### src/rtl/clint_timer_if.sv
// Register request/response port between the bus bridge (master) and the CLINT timer (slave).
// Requests and responses each use a valid/ready handshake, with at most one transaction outstanding.
interface clint_timer_if #(
    parameter int XLEN = 64
);
    logic              ReqValid;
    logic              ReqReady;
    logic              ReqWrite;
    logic [15:0]       ReqAdr;
    logic [XLEN-1:0]   ReqWData;
    logic [XLEN/8-1:0] ReqStrb;
    logic              RspValid;
    logic              RspReady;
    logic [XLEN-1:0]   RspRData;
    logic              RspErr;

    modport master (
        output ReqValid, ReqWrite, ReqAdr, ReqWData, ReqStrb, RspReady,
        input  ReqReady, RspValid, RspRData, RspErr
    );

    modport slave (
        input  ReqValid, ReqWrite, ReqAdr, ReqWData, ReqStrb, RspReady,
        output ReqReady, RspValid, RspRData, RspErr
    );
endinterface

### src/rtl/clint_timer.sv
// Machine timer: prescaled 64-bit mtime, mtimecmp and registered timer interrupt behind a req/rsp port.
// Response appears 1 cycle after acceptance; ReqReady drops while a response is held unconsumed.
module clint_timer #(
    parameter int XLEN         = 64,
    parameter int TIMEBASE_DIV = 1
) (
    input  logic        clk,
    input  logic        reset,
    clint_timer_if.slave bus,
    output logic [63:0] MTIME_CLINT,
    output logic        MTimerInt
);
    localparam int            PW       = (TIMEBASE_DIV > 1) ? $clog2(TIMEBASE_DIV) : 1;
    localparam logic [PW-1:0] PRE_LAST = PW'(TIMEBASE_DIV - 1);
    localparam logic [15:0]   ADR_CMP  = 16'h4000;
    localparam logic [15:0]   ADR_TIME = 16'hBFF8;

    logic [PW-1:0]   prescaler_q, prescaler_d;
    logic [63:0]     mtime_q, mtime_d;
    logic [63:0]     mtimecmp_q, mtimecmp_d;
    logic            int_q, int_d;
    logic            rsp_vld_q, rsp_vld_d;
    logic [XLEN-1:0] rsp_rdat_q, rsp_rdat_d;
    logic            rsp_err_q, rsp_err_d;

    logic        tick, accept, aligned, sel_cmp, sel_time, hit, half_hi, wr_hit;
    logic [63:0] wdat64, wmask64, rd64;
    logic [7:0]  strb64;

    // Address decode; in 32-bit mode ReqAdr[2] picks the upper half of a 64-bit register.
    always_comb begin
        tick     = (prescaler_q == PRE_LAST);
        accept   = bus.ReqValid & bus.ReqReady;
        aligned  = (XLEN == 64) ? (bus.ReqAdr[2:0] == 3'b000) : (bus.ReqAdr[1:0] == 2'b00);
        sel_cmp  = ({bus.ReqAdr[15:3], 3'b000} == ADR_CMP);
        sel_time = ({bus.ReqAdr[15:3], 3'b000} == ADR_TIME);
        hit      = aligned & (sel_cmp | sel_time);
        half_hi  = (XLEN == 32) && bus.ReqAdr[2];
        wr_hit   = accept & bus.ReqWrite & hit;

        wdat64 = 64'(bus.ReqWData);
        strb64 = 8'(bus.ReqStrb);
        if (half_hi) begin
            wdat64 = wdat64 << 32;
            strb64 = strb64 << 4;
        end
        wmask64 = '0;
        for (int i = 0; i < 8; i++) begin
            wmask64[i*8 +: 8] = {8{strb64[i]}};
        end

        rd64 = sel_time ? mtime_q : mtimecmp_q;
        if (half_hi) begin
            rd64 = rd64 >> 32;
        end
    end

    always_comb begin
        prescaler_d = tick ? '0 : prescaler_q + 1'b1;

        // A register write replaces the tick; unwritten bytes keep their pre-tick value.
        mtime_d = mtime_q + 64'(tick);
        if (wr_hit && sel_time) begin
            mtime_d = (mtime_q & ~wmask64) | (wdat64 & wmask64);
        end
        mtimecmp_d = mtimecmp_q;
        if (wr_hit && sel_cmp) begin
            mtimecmp_d = (mtimecmp_q & ~wmask64) | (wdat64 & wmask64);
        end

        // Compare on the current registered values, so the interrupt lags the compare by one cycle.
        int_d = (mtime_q >= mtimecmp_q);

        rsp_vld_d  = accept | (rsp_vld_q & ~bus.RspReady);
        rsp_rdat_d = rsp_rdat_q;
        rsp_err_d  = rsp_err_q;
        if (accept) begin
            rsp_err_d  = ~hit;
            rsp_rdat_d = (hit & ~bus.ReqWrite) ? XLEN'(rd64) : '0;
        end
    end

    always_ff @(posedge clk or negedge reset) begin
        if (!reset) begin
            prescaler_q <= '0;
            mtime_q     <= '0;
            mtimecmp_q  <= '1;
            int_q       <= 1'b0;
            rsp_vld_q   <= 1'b0;
            rsp_rdat_q  <= '0;
            rsp_err_q   <= 1'b0;
        end else begin
            prescaler_q <= prescaler_d;
            mtime_q     <= mtime_d;
            mtimecmp_q  <= mtimecmp_d;
            int_q       <= int_d;
            rsp_vld_q   <= rsp_vld_d;
            rsp_rdat_q  <= rsp_rdat_d;
            rsp_err_q   <= rsp_err_d;
        end
    end

    assign bus.ReqReady = ~rsp_vld_q | bus.RspReady;
    assign bus.RspValid = rsp_vld_q;
    assign bus.RspRData = rsp_rdat_q;
    assign bus.RspErr   = rsp_err_q;
    assign MTIME_CLINT  = mtime_q;
    assign MTimerInt    = int_q;
endmodule

### src/flat_wrapper.sv
// flat-port wrapper written by rule: the top's interface ports become plain ports
module clint_timer_flat 
#(
    parameter int XLEN         = 64,
    parameter int TIMEBASE_DIV = 1
)
  (clk, reset, MTIME_CLINT, MTimerInt, bus_ReqValid, bus_ReqWrite, bus_ReqAdr, bus_ReqWData, bus_ReqStrb, bus_RspReady, bus_ReqReady, bus_RspValid, bus_RspRData, bus_RspErr);
  clint_timer_if #(.XLEN(XLEN)) bus_i ();
  input  logic clk;
  input  logic reset;
  output logic [63:0] MTIME_CLINT;
  output logic MTimerInt;
  input wire logic [$bits(bus_i.ReqValid)-1:0] bus_ReqValid;
  input wire logic [$bits(bus_i.ReqWrite)-1:0] bus_ReqWrite;
  input wire logic [$bits(bus_i.ReqAdr)-1:0] bus_ReqAdr;
  input wire logic [$bits(bus_i.ReqWData)-1:0] bus_ReqWData;
  input wire logic [$bits(bus_i.ReqStrb)-1:0] bus_ReqStrb;
  input wire logic [$bits(bus_i.RspReady)-1:0] bus_RspReady;
  output wire logic [$bits(bus_i.ReqReady)-1:0] bus_ReqReady;
  output wire logic [$bits(bus_i.RspValid)-1:0] bus_RspValid;
  output wire logic [$bits(bus_i.RspRData)-1:0] bus_RspRData;
  output wire logic [$bits(bus_i.RspErr)-1:0] bus_RspErr;
  assign bus_i.ReqValid = bus_ReqValid;
  assign bus_i.ReqWrite = bus_ReqWrite;
  assign bus_i.ReqAdr = bus_ReqAdr;
  assign bus_i.ReqWData = bus_ReqWData;
  assign bus_i.ReqStrb = bus_ReqStrb;
  assign bus_i.RspReady = bus_RspReady;
  assign bus_ReqReady = bus_i.ReqReady;
  assign bus_RspValid = bus_i.RspValid;
  assign bus_RspRData = bus_i.RspRData;
  assign bus_RspErr = bus_i.RspErr;
  clint_timer #(.XLEN(XLEN), .TIMEBASE_DIV(TIMEBASE_DIV)) u_core (.clk(clk), .reset(reset), .bus(bus_i), .MTIME_CLINT(MTIME_CLINT), .MTimerInt(MTimerInt));
endmodule
### config.mk
export PLATFORM = sky130hd
export DESIGN_NAME = clint_timer_flat
export DESIGN_NICKNAME = d
export VERILOG_FILES = /design/src/rtl/clint_timer_if.sv /design/src/rtl/clint_timer.sv /design/src/flat_wrapper.sv
export SDC_FILE = /design/constraint.sdc
export NUM_CORES = 1
export LEC_CHECK = 0
export ABC_AREA = 1
export BUFFER_PORTS_ARGS = -buffer_cell sky130_fd_sc_hd__buf_2
export CAP_MARGIN = 40
export CORE_ASPECT_RATIO = 0.8
export CORE_MARGIN = 3
export CORE_UTILIZATION = 62
export CTS_CLUSTER_SIZE = 24
export DETAILED_ROUTE_END_ITERATION = 7
export HOLD_SLACK_MARGIN = 0.15
export PLACE_DENSITY = 0.87
export SLEW_MARGIN = 5
export SYNTH_ARGS = -nofsm -noshare
export SYNTH_HDL_FRONTEND = slang
export SYNTH_SLANG_ARGS = --single-unit
### constraint.sdc
create_clock -name clk -period 2.5 [get_ports clk]
set_input_delay 0.375 -clock clk [delete_from_list [all_inputs] [get_ports clk]]
set_output_delay 0.375 -clock clk [all_outputs]
set_load 0.01 [all_outputs]
==> results of run 1 <==
-- worst max-delay path: stages, from the launching register on --
cell and delay [ns]:
sky130_fd_sc_hd__dfrtp_1 0.55, sky130_fd_sc_hd__nand3_2 0.22, sky130_fd_sc_hd__nor2_1 0.27, sky130_fd_sc_hd__nand2_1 0.08, sky130_fd_sc_hd__nor2_1 0.49, sky130_fd_sc_hd__nand2_1 0.19, sky130_fd_sc_hd__nand2_1 0.10, sky130_fd_sc_hd__nand2_1 0.07
sky130_fd_sc_hd__nand2_1 0.07, sky130_fd_sc_hd__nand3_1 0.11
-- per-stage QoR --
step | util [%] | hold slack [ns]
after CTS | 76.07 | 0.1502
after global routing | 76.07 | 0.1556
final | 76.07 | 0.1479
after global placement | 71.39 | 0.4106
after floorplan | - | 0.07941
after detailed placement | 71.39 | 0.4204
-- final cells by class --
| class | instances | area (sq um) |
|---|---|---|
| Tap cell | 264 | 330.3 |
| Sequential cell | 195 | 4960 |
| Clock buffer | 19 | 432.9 |
| Clock inverter | 13 | 121.4 |
| Fill cell | 1545 | 4780 |
| Inverter | 156 | 585.6 |
| Timing Repair Buffer | 308 | 1906 |
| Multi-Input combinational cell | 1417 | 6857 |
-- layer usage --
| layer | GRT usage [%] | vias up | part of all wire (%) | wire length, microns |
|---|---|---|---|---|
| met2 | 59.97 | 731 | 46 | 19090 |
| li1 | - | 6381 | - | - |
| met3 | 6.688 | 72 | 9.3 | 3839 |
| met4 | 9.330 | 0 | 1.9 | 791 |
| met5 | 0 | - | 0 | 0 |
| met1 | 50.67 | 6294 | 42 | 17520 |
-- cells by family after synthesis --
group / Yosys count / share of synthesized area [%]
compound gates: 136 / 5.751
buf+inv: 212 / 7.051
fa+ha+maj: 65 / 6.401
simple gates: 1180 / 39.28
xor+xnor: 36 / 2.482
flops: 195 / 39.04
-- cell usage in the layout (no fill, tap or decap), drive strengths merged, types with 18 or more instances in the layout --
| cell | n |
|---|---|
| ha | 65 |
| clkbuf | 20 |
| buf | 269 |
| xnor2 | 18 |
| nand2 | 746 |
| dfrtp | 131 |
| o21ai | 82 |
| dlygate4sd3 | 38 |
| nor3 | 18 |
| xor2 | 18 |
| dfstp | 64 |
| inv | 161 |
| nand3 | 217 |
| a21oi | 34 |
| nor2 | 166 |
-- what timing repair did --
item                                   4_1_cts  5_1_grt
setup buffers                                0        0
endpoints found under the hold margin       80        0
hold buffers                                38        0
-- worst paths after layout --
path                                        from                      end  cells past startpoint
worst max register to register         flip-flop                flip-flop                      9
worst max-delay path                   flip-flop                flip-flop                      9
worst min register to register         flip-flop                flip-flop                      2
worst min-delay path            bus_ReqWData[55]                flip-flop                      3
min in group asynchronous                  reset  u_core.bus.RspRData[19]                      2
max in group asynchronous                  reset                async pin                      3
-- power by group through the flow --
stage               combinational, uW  clock (uW)  sequential (uW)
finish                            458        2680             3200
global route                      500        2790             3200
detailed placement                400           0             3260
CTS                               451        2660             3200
global placement                  390           0             3260
floorplan                         150           0             3260
==> metrics.yaml, run 1 <==
post-dp-hpwl_microns: 30610
drtIter0Drc: 1500
synthFlopType: "sky130_fd_sc_hd__dfrtp_1"
post_cts_resized: 0
port_buffers: 224
route.final.wire_length_microns: 41240
clock_sinks: 195
critical_path.endpoint_type: "flip-flop"
nNetsFinal: 2253
rows: 46
synth_most_common_cell: "sky130_fd_sc_hd__nand2_1"
postSynth.asyncResetShare_pct: 100.0
grt_usage_pct: 36.50
initial_utilization_pct: 63.61
violations: "DRC"
grt_antenna_before_repair: 0
synthDominantAreaCellType: "sky130_fd_sc_hd__dfrtp_1"
instances_no_fill: 2372
p_sw_share_pct: 26.63
synth_sequential_area_ratio_pct: 39.04
post_synth_inst_count: 1824
synth_cell_type_count: 36
dr.pass1.iters: 8
cp_data_arrival_time_ns: 2.60
timing.setup.tns_ns: 0
worst_path_setup_slack_after_routing_ns: 0.2046
post_synth_instance_area_sq_mm: 0.01270
clkSlewWorstSetupHoldPaths_ns: 0.08
grt_first_pass_wirelength_microns: 65610
synth_top_area_share_pct: 25.80
cts-root-buf: "sky130_fd_sc_hd__clkbuf_16"
avgViaCountPerCell: 5.682
route.detailed.wl_per_inst_microns: 17.39
layout-drive-gt1-share_pct: 18.69
timing.hold.worst.class: "in2reg"
maximum_number_of_pins_on_one_net_before_global_route_repair: 75
grt_setup_unrepaired: "false"
gp_routability_congestion: 0.9904
list_of_most_frequent_post_synthesis_cells: "sky130_fd_sc_hd__nand2_1 (744), sky130_fd_sc_hd__nand3_1 (215), sky130_fd_sc_hd__inv_1 (154)"
switching_power_uw: 1688
number_of_enable_type_register_cells_in_the_synthesized_netlist: 0
p_int_uw: 4652
synth_nets: 1982
pre_cts_ws_ns: 0.2503
design_area_sq_mm: 0.01519
timing.max_slew.rel_slack_pct: 48.62
core_area_sq_mm: 0.01997
cellLeakagePower_uw: 0.007641
clock_share_of_power_pct: 42.3
status: "finished, violations left"
slew_of_the_pin_with_the_lowest_slew_margin_ns: 0.7707
p_total_uw: 6340
proportion_of_power_drawn_by_combinational_gates_pct: 7.2
number_of_global_route_vias_before_repair: 12600
route.detailed.drc: 3
diodes: 0
setup.worst_path.class: "reg2reg"
die_h_microns: 134.0
timing.critical_path.fanout_max: 8
gr-total-overflow: 0
pwr-share-seq_pct: 50.5
finalWorstPathRequiredPeriod_ns: 2.295
ios: 225
dr_total_vias: 13480
dp.cells: 2302
synth_seq_cells: 195
cts_tree: "yes"
synth-warning-count: 0
insertion_delay_ns: 0.45
drv_slew: 0
reg2reg_setup_slack_ns: 0.20
cts-root-to-sink-buffers: 2
cp.required_ns: 2.81
cts-buffers-inserted: 17
synthesis.area_per_instance_sq_um: 6.965
flow.area_growth_from_synthesis_pct: 19.58
worst_ir_drop_vdd_mv: 0.3792
antenna_left: 0
max_cap_violations: 0
design.die.area_sq_mm: 0.02226
period_share_pct: 91.81
final-setup-viol-count: 0
placedInstanceArea_sq_mm: 0.01426
report.final.hold_viol_count: 0
cts_htree_levels: 4
power_per_cell_area_mw_per_mm2: 417.3
synth_area_leaders: "sky130_fd_sc_hd__dfrtp_1 (26%), sky130_fd_sc_hd__nand2_1 (22%), sky130_fd_sc_hd__dfstp_2 (13%), sky130_fd_sc_hd__nand3_1 (8.5%), sky130_fd_sc_hd__ha_1 (6.4%)"
worst_setup_path_start_kind: "flip-flop"
dieWidth_microns: 166.0
achievable-frequency_mhz: 435.7
skew_ns: 0.01452
No activity file was read; power rests on OpenSTA's default activity.
==> run 2, diff against run 1 <==
--- a/config.mk
+++ b/config.mk
@@ -9,12 +9,12 @@
 export BUFFER_PORTS_ARGS = -buffer_cell sky130_fd_sc_hd__buf_2
 export CAP_MARGIN = 40
 export CORE_ASPECT_RATIO = 0.8
-export CORE_MARGIN = 3
 export CORE_UTILIZATION = 62
 export CTS_CLUSTER_SIZE = 24
 export DETAILED_ROUTE_END_ITERATION = 7
 export HOLD_SLACK_MARGIN = 0.15
 export PLACE_DENSITY = 0.87
+export RECOVER_POWER = 50
 export SLEW_MARGIN = 5
 export SYNTH_ARGS = -nofsm -noshare
 export SYNTH_HDL_FRONTEND = slang
==> run 2 against run 1 <==
Against the previous run:
- the run now ends clean
- worst setup slack better by 0.12 ns
- die area down 5.3%
- clock-buffer cell count stayed put
- fmax grew 5.4%
- final area shrank 0.63%
==> metrics.yaml, run 2 (same netlist as run 1, synthesis figures left out) <==
cts-buffers-inserted: 17
clock_sinks: 195
cts_htree_levels: 4
status: "finished, final reports clean"
gp_routability_congestion: 0.9826
timing.setup.tns_ns: 0
gr-total-overflow: 0
flow.area_growth_from_synthesis_pct: 18.83
skew_ns: 0.01378
core_area_sq_mm: 0.01997
reg2reg_setup_slack_ns: 0.32
achievable-frequency_mhz: 459.2
ios: 225
number_of_global_route_vias_before_repair: 12690
drv_slew: 0
grt_first_pass_wirelength_microns: 65270
cts-root-buf: "sky130_fd_sc_hd__clkbuf_16"
worst_setup_path_start_kind: "flip-flop"
grt_setup_unrepaired: "false"
worst-r2r-cell-count: 9
report.final.hold_viol_count: 0
post_cts_resized: 0
power_per_cell_area_mw_per_mm2: 419.6
route.detailed.wl_per_inst_microns: 17.14
globalRouteMet2Util_pct: 64.88
grt_most_used_layer: "met2"
layout-drive-gt1-share_pct: 15.52
cellLeakagePower_uw: 0.007348
post_cts_setup_repair_buffer_count: 0
antenna_left: 0
dr_total_vias: 13600
grt_usage_pct: 39.51
worst_path_setup_slack_after_routing_ns: 0.3225
route.detailed.drc: 0
avgViaCountPerCell: 5.721
cp_data_arrival_time_ns: 2.50
route.final.wire_length_microns: 40750
clkSlewWorstSetupHoldPaths_ns: 0.08
nNetsFinal: 2258
dieWidth_microns: 162.0
final-setup-viol-count: 0
port_buffers: 224
worst_ir_drop_vdd_mv: 0.3093
timing.hold.worst.class: "in2reg"
finalWorstPathRequiredPeriod_ns: 2.177
period_share_pct: 87.10
met1_usage_pct: 53.81
dr.pass1.iters: 5
cp.required_ns: 2.82
pre_cts_ws_ns: 0.3088
design.die.area_sq_mm: 0.02107
timing.max_slew.rel_slack_pct: 26.14
number_of_buffers_added_to_fix_hold_violations_after_cts: 40
setup.worst_path.class: "reg2reg"
slew_of_the_pin_with_the_lowest_slew_margin_ns: 1.108
final_common_cell: "sky130_fd_sc_hd__nand2_1"
layout_common_cells: "sky130_fd_sc_hd__nand2_1 (743), sky130_fd_sc_hd__nand3_1 (215), sky130_fd_sc_hd__buf_2 (157)"
holdCritStartpoint: "bus_ReqWData[27]"
diodes: 0
globalRouteMet3Util_pct: 6.484
post-dp-hpwl_microns: 30440
worst_hold_path_cell_count: 3
drtIter0Drc: 1498
grt_antenna_before_repair: 0
critical_path.endpoint_type: "flip-flop"
cts-root-to-sink-buffers: 2
max_cap_violations: 0
rows: 46
maximum_number_of_pins_on_one_net_before_global_route_repair: 75
cts_tree: "yes"
die_h_microns: 130.0
initial_utilization_pct: 63.61
timing.critical_path.fanout_max: 6
insertion_delay_ns: 0.45
-- run 2: layout make-up --
class,instances,area (sq um)
clock inverter,13,120.1
timing repair buffer,313,1812
clock buffer,19,432.9
multi-input combinational,1417,6857
inverter,156,585.6
tap,264,330.3
fill,1590,4875
sequential,195,4960
-- run 2: stage by stage --
| step | cell area, sq um | hold WS (ns) | util [%] | power (uW) | std cells |
|---|---|---|---|---|---|
| after floorplan | 12700 | 0.07941 | - | 3409 | 1824 |
| after global placement | 14270 | 0.4171 | 71.44 | 3652 | 2305 |
| after detailed placement | 14270 | 0.4213 | 71.44 | 3664 | 2305 |
| after CTS | 15220 | 0.1506 | 76.21 | 6322 | 2377 |
| after global routing | 15100 | 0.1546 | 75.59 | 6497 | 2377 |
| final | 15100 | 0.1533 | 75.59 | 6335 | 2377 |
-- run 2: worst max-delay path, stage by stage, from the launching register on --
cell and delay (ns):
sky130_fd_sc_hd__dfrtp_1 0.42, sky130_fd_sc_hd__ha_1 0.24, sky130_fd_sc_hd__nand3_2 0.17, sky130_fd_sc_hd__inv_1 0.14, sky130_fd_sc_hd__nand2_2 0.10, sky130_fd_sc_hd__nor2_1 0.42
sky130_fd_sc_hd__nand3_1 0.24, sky130_fd_sc_hd__xnor2_1 0.18, sky130_fd_sc_hd__nand2_1 0.07, sky130_fd_sc_hd__nand3_1 0.07
-- run 2: how the worst max path moves through the flow --
| stage | from | end | slack (ns) | depth (start not counted) |
|---|---|---|---|---|
| after CTS | flip-flop | flip-flop | 0.36 | 9 |
| final | flip-flop | flip-flop | 0.32 | 9 |
| after global routing | flip-flop | flip-flop | 0.16 | 9 |
| after global placement | bus_ReqAdr[1] | flip-flop | 0.37 | 6 |
| after floorplan | flip-flop | flip-flop | 0.73 | 12 |
| after detailed placement | bus_ReqAdr[12] | flip-flop | 0.31 | 11 |
-- run 2: per-layer routing --
| layer | routed length, microns | part of all wire, % |
|---|---|---|
| met1 | 17190 | 42 |
| met2 | 18730 | 46 |
| met3 | 3958 | 9.7 |
| met4 | 867 | 2.1 |
| met5 | 0 | 0 |
-- run 2: where the power goes --
part | switching (uW) | leakage, uW | internal [uW] | total, uW
Combinational | 296 | 0.00467 | 162 | 458
Sequential | 27.3 | 0.00242 | 3170 | 3200
Clock | 1360 | 0.000262 | 1310 | 2680
Total | 1690 | 0.00735 | 4650 | 6340
==> run 3, diff against run 2 <==
--- a/config.mk
+++ b/config.mk
@@ -6,14 +6,13 @@
 export NUM_CORES = 1
 export LEC_CHECK = 0
 export ABC_AREA = 1
-export BUFFER_PORTS_ARGS = -buffer_cell sky130_fd_sc_hd__buf_2
+export BUFFER_PORTS_ARGS = -buffer_cell sky130_fd_sc_hd__clkbuf_2
 export CAP_MARGIN = 40
 export CORE_ASPECT_RATIO = 0.8
-export CORE_UTILIZATION = 62
+export CORE_UTILIZATION = 40
 export CTS_CLUSTER_SIZE = 24
 export DETAILED_ROUTE_END_ITERATION = 7
 export HOLD_SLACK_MARGIN = 0.15
-export PLACE_DENSITY = 0.87
 export RECOVER_POWER = 50
 export SLEW_MARGIN = 5
 export SYNTH_ARGS = -nofsm -noshare
==> run 3 against run 2 <==
Against the previous run:
- worst setup slack got worse by 0.052 ns
- utilization shrank 25 points
- final area rose by 3.5%
- routed wire length increased by 3.7%
- fmax decreased by 2.3%
- critical path depth unchanged
- non-clock buffer count rose by 36
- clock-buffer cell count up 1
- sequential power is essentially flat
- sequential cell count unchanged
- largest cell class unchanged
- largest power group unchanged
- highest routed layer unchanged
==> metrics.yaml, run 3 (same netlist as run 1, synthesis figures left out) <==
max_cap_violations: 0
post_cts_resized: 0
critical_path.endpoint_type: "flip-flop"
skew_ns: 0.01219
timing.setup.tns_ns: 0
route.detailed.drc: 0
post-dp-hpwl_microns: 32780
nNetsFinal: 2294
final_common_cell: "sky130_fd_sc_hd__nand2_1"
dr_total_vias: 12920
route.detailed.wl_per_inst_microns: 16.49
clkSlewWorstSetupHoldPaths_ns: 0.08
dieWidth_microns: 201.3
avgViaCountPerCell: 5.043
worst_ir_drop_vdd_mv: 0.4207
grt_usage_pct: 26.33
grt_setup_unrepaired: "false"
initial_utilization_pct: 41.24
multi_input_comb_area_sq_mm: 0.006857
timing.hold.worst.class: "in2reg"
holdCritStartpoint: "bus_ReqWData[21]"
design.die.area_sq_mm: 0.03248
report.final.hold_viol_count: 0
number_of_global_route_vias_before_repair: 12210
period_share_pct: 89.16
cts-root-to-sink-buffers: 2
insertion_delay_ns: 0.45
rows: 57
gr-total-overflow: 0
finalWorstPathRequiredPeriod_ns: 2.229
layout_common_cells: "sky130_fd_sc_hd__nand2_1 (743), sky130_fd_sc_hd__nand3_1 (215), sky130_fd_sc_hd__clkbuf_2 (157)"
clock_sinks: 195
grt_antenna_before_repair: 0
core_area_sq_mm: 0.03081
worst_setup_path_start_kind: "flip-flop"
pre_cts_ws_ns: 0.3600
power_per_cell_area_mw_per_mm2: 410.6
drv_slew: 0
port_buffers: 224
worst_hold_path_cell_count: 3
cts-root-buf: "sky130_fd_sc_hd__clkbuf_16"
cts_tree: "yes"
maximum_number_of_pins_on_one_net_before_global_route_repair: 71
cts-buffers-inserted: 17
critical_path.reg2reg.endpoint: "u_core.MTimerInt"
worst_path_setup_slack_after_routing_ns: 0.2709
grt_first_pass_wirelength_microns: 67140
gp_routability_congestion: 0.9529
status: "finished, final reports clean"
slew_of_the_pin_with_the_lowest_slew_margin_ns: 1.137
timing.critical_path.fanout_max: 3
drtIter0Drc: 945
worst-r2r-cell-count: 9
final-seq-area_sq_mm: 0.004960
dr.pass1.iters: 5
ios: 225
cts_htree_levels: 4
setup.worst_path.class: "reg2reg"
flow.area_growth_from_synthesis_pct: 22.98
reg2reg_setup_slack_ns: 0.27
diodes: 0
timing.max_slew.rel_slack_pct: 24.18
cellLeakagePower_uw: 0.007506
achievable-frequency_mhz: 448.6
die_h_microns: 161.4
antenna_left: 0
final-setup-viol-count: 0
dp.cells: 2468
fin_util_pct: 50.71
cp.required_ns: 2.89
route.final.wire_length_microns: 42260
final.fill_count: 3167
cp_data_arrival_time_ns: 2.62
instances_no_fill: 2562
layout-drive-gt1-share_pct: 15.87
[run 3: final cells by class]
cell class | count | share of cell area (%)
multi-input cells | 1417 | 43.89
clock buffers | 20 | 2.859
flip-flops and latches | 195 | 31.75
repair buffers | 349 | 13.77
inverters | 156 | 3.748
well taps | 413 | 3.307
clock inverters | 12 | 0.6887
[run 3: where the power goes]
group	internal (uW)	leakage [uW]	total, uW	switching [uW]
logic	180	0.00482	479	299
registers	3170	0.00242	3200	30.1
clock network	1400	0.000267	2730	1330
total	4760	0.00751	6420	1660
[run 3: how the worst max path moves through the flow]
stage	endpoint	slack [ns]	from	cells after the start
final	u_core.MTimerInt	0.27	flip-flop	9
after global placement	flip-flop	0.41	bus_ReqAdr[1]	6
after global routing	async pin	0.15	reset	3
after detailed placement	u_core.MTimerInt	0.36	flip-flop	9
after floorplan	flip-flop	0.73	flip-flop	12
after CTS	u_core.MTimerInt	0.35	flip-flop	9
[run 3: what timing repair did]
item	4_1_cts	5_1_grt
hold buffers	62	0
buffers inserted	0	0
hold endpoints to repair	100	0
[run 3: through the flow]
step           power, uW  area [sq um]  hold WS, ns
6_report            6415         15620       0.1581
5_1_grt             6628         15620       0.1576
4_1_cts             6465         15730       0.1507
3_5_place_dp        3669         14560       0.4243
3_3_place_gp        3668         14560       0.4184
2_1_floorplan       3409         12700      0.07941
[run 3: routing by layer]
layer	routed length (microns)	track usage [%]	vias to the layer above
li1	-	-	6443
met1	21510	39.63	6081
met2	17900	39.65	354
met3	2173	3.814	41
met4	671	5.923	0
met5	0	0	-
[run 3: critical path: stages, from the launching register on]
cell and delay (ns):
sky130_fd_sc_hd__dfstp_2 0.54, sky130_fd_sc_hd__inv_1 0.13, sky130_fd_sc_hd__ha_1 0.34, sky130_fd_sc_hd__nand2_1 0.09, sky130_fd_sc_hd__nor4_1 0.45, sky130_fd_sc_hd__buf_4 0.20, sky130_fd_sc_hd__nand2_1 0.14, sky130_fd_sc_hd__nor3_1 0.17
sky130_fd_sc_hd__nand2_1 0.07, sky130_fd_sc_hd__nand2_1 0.05
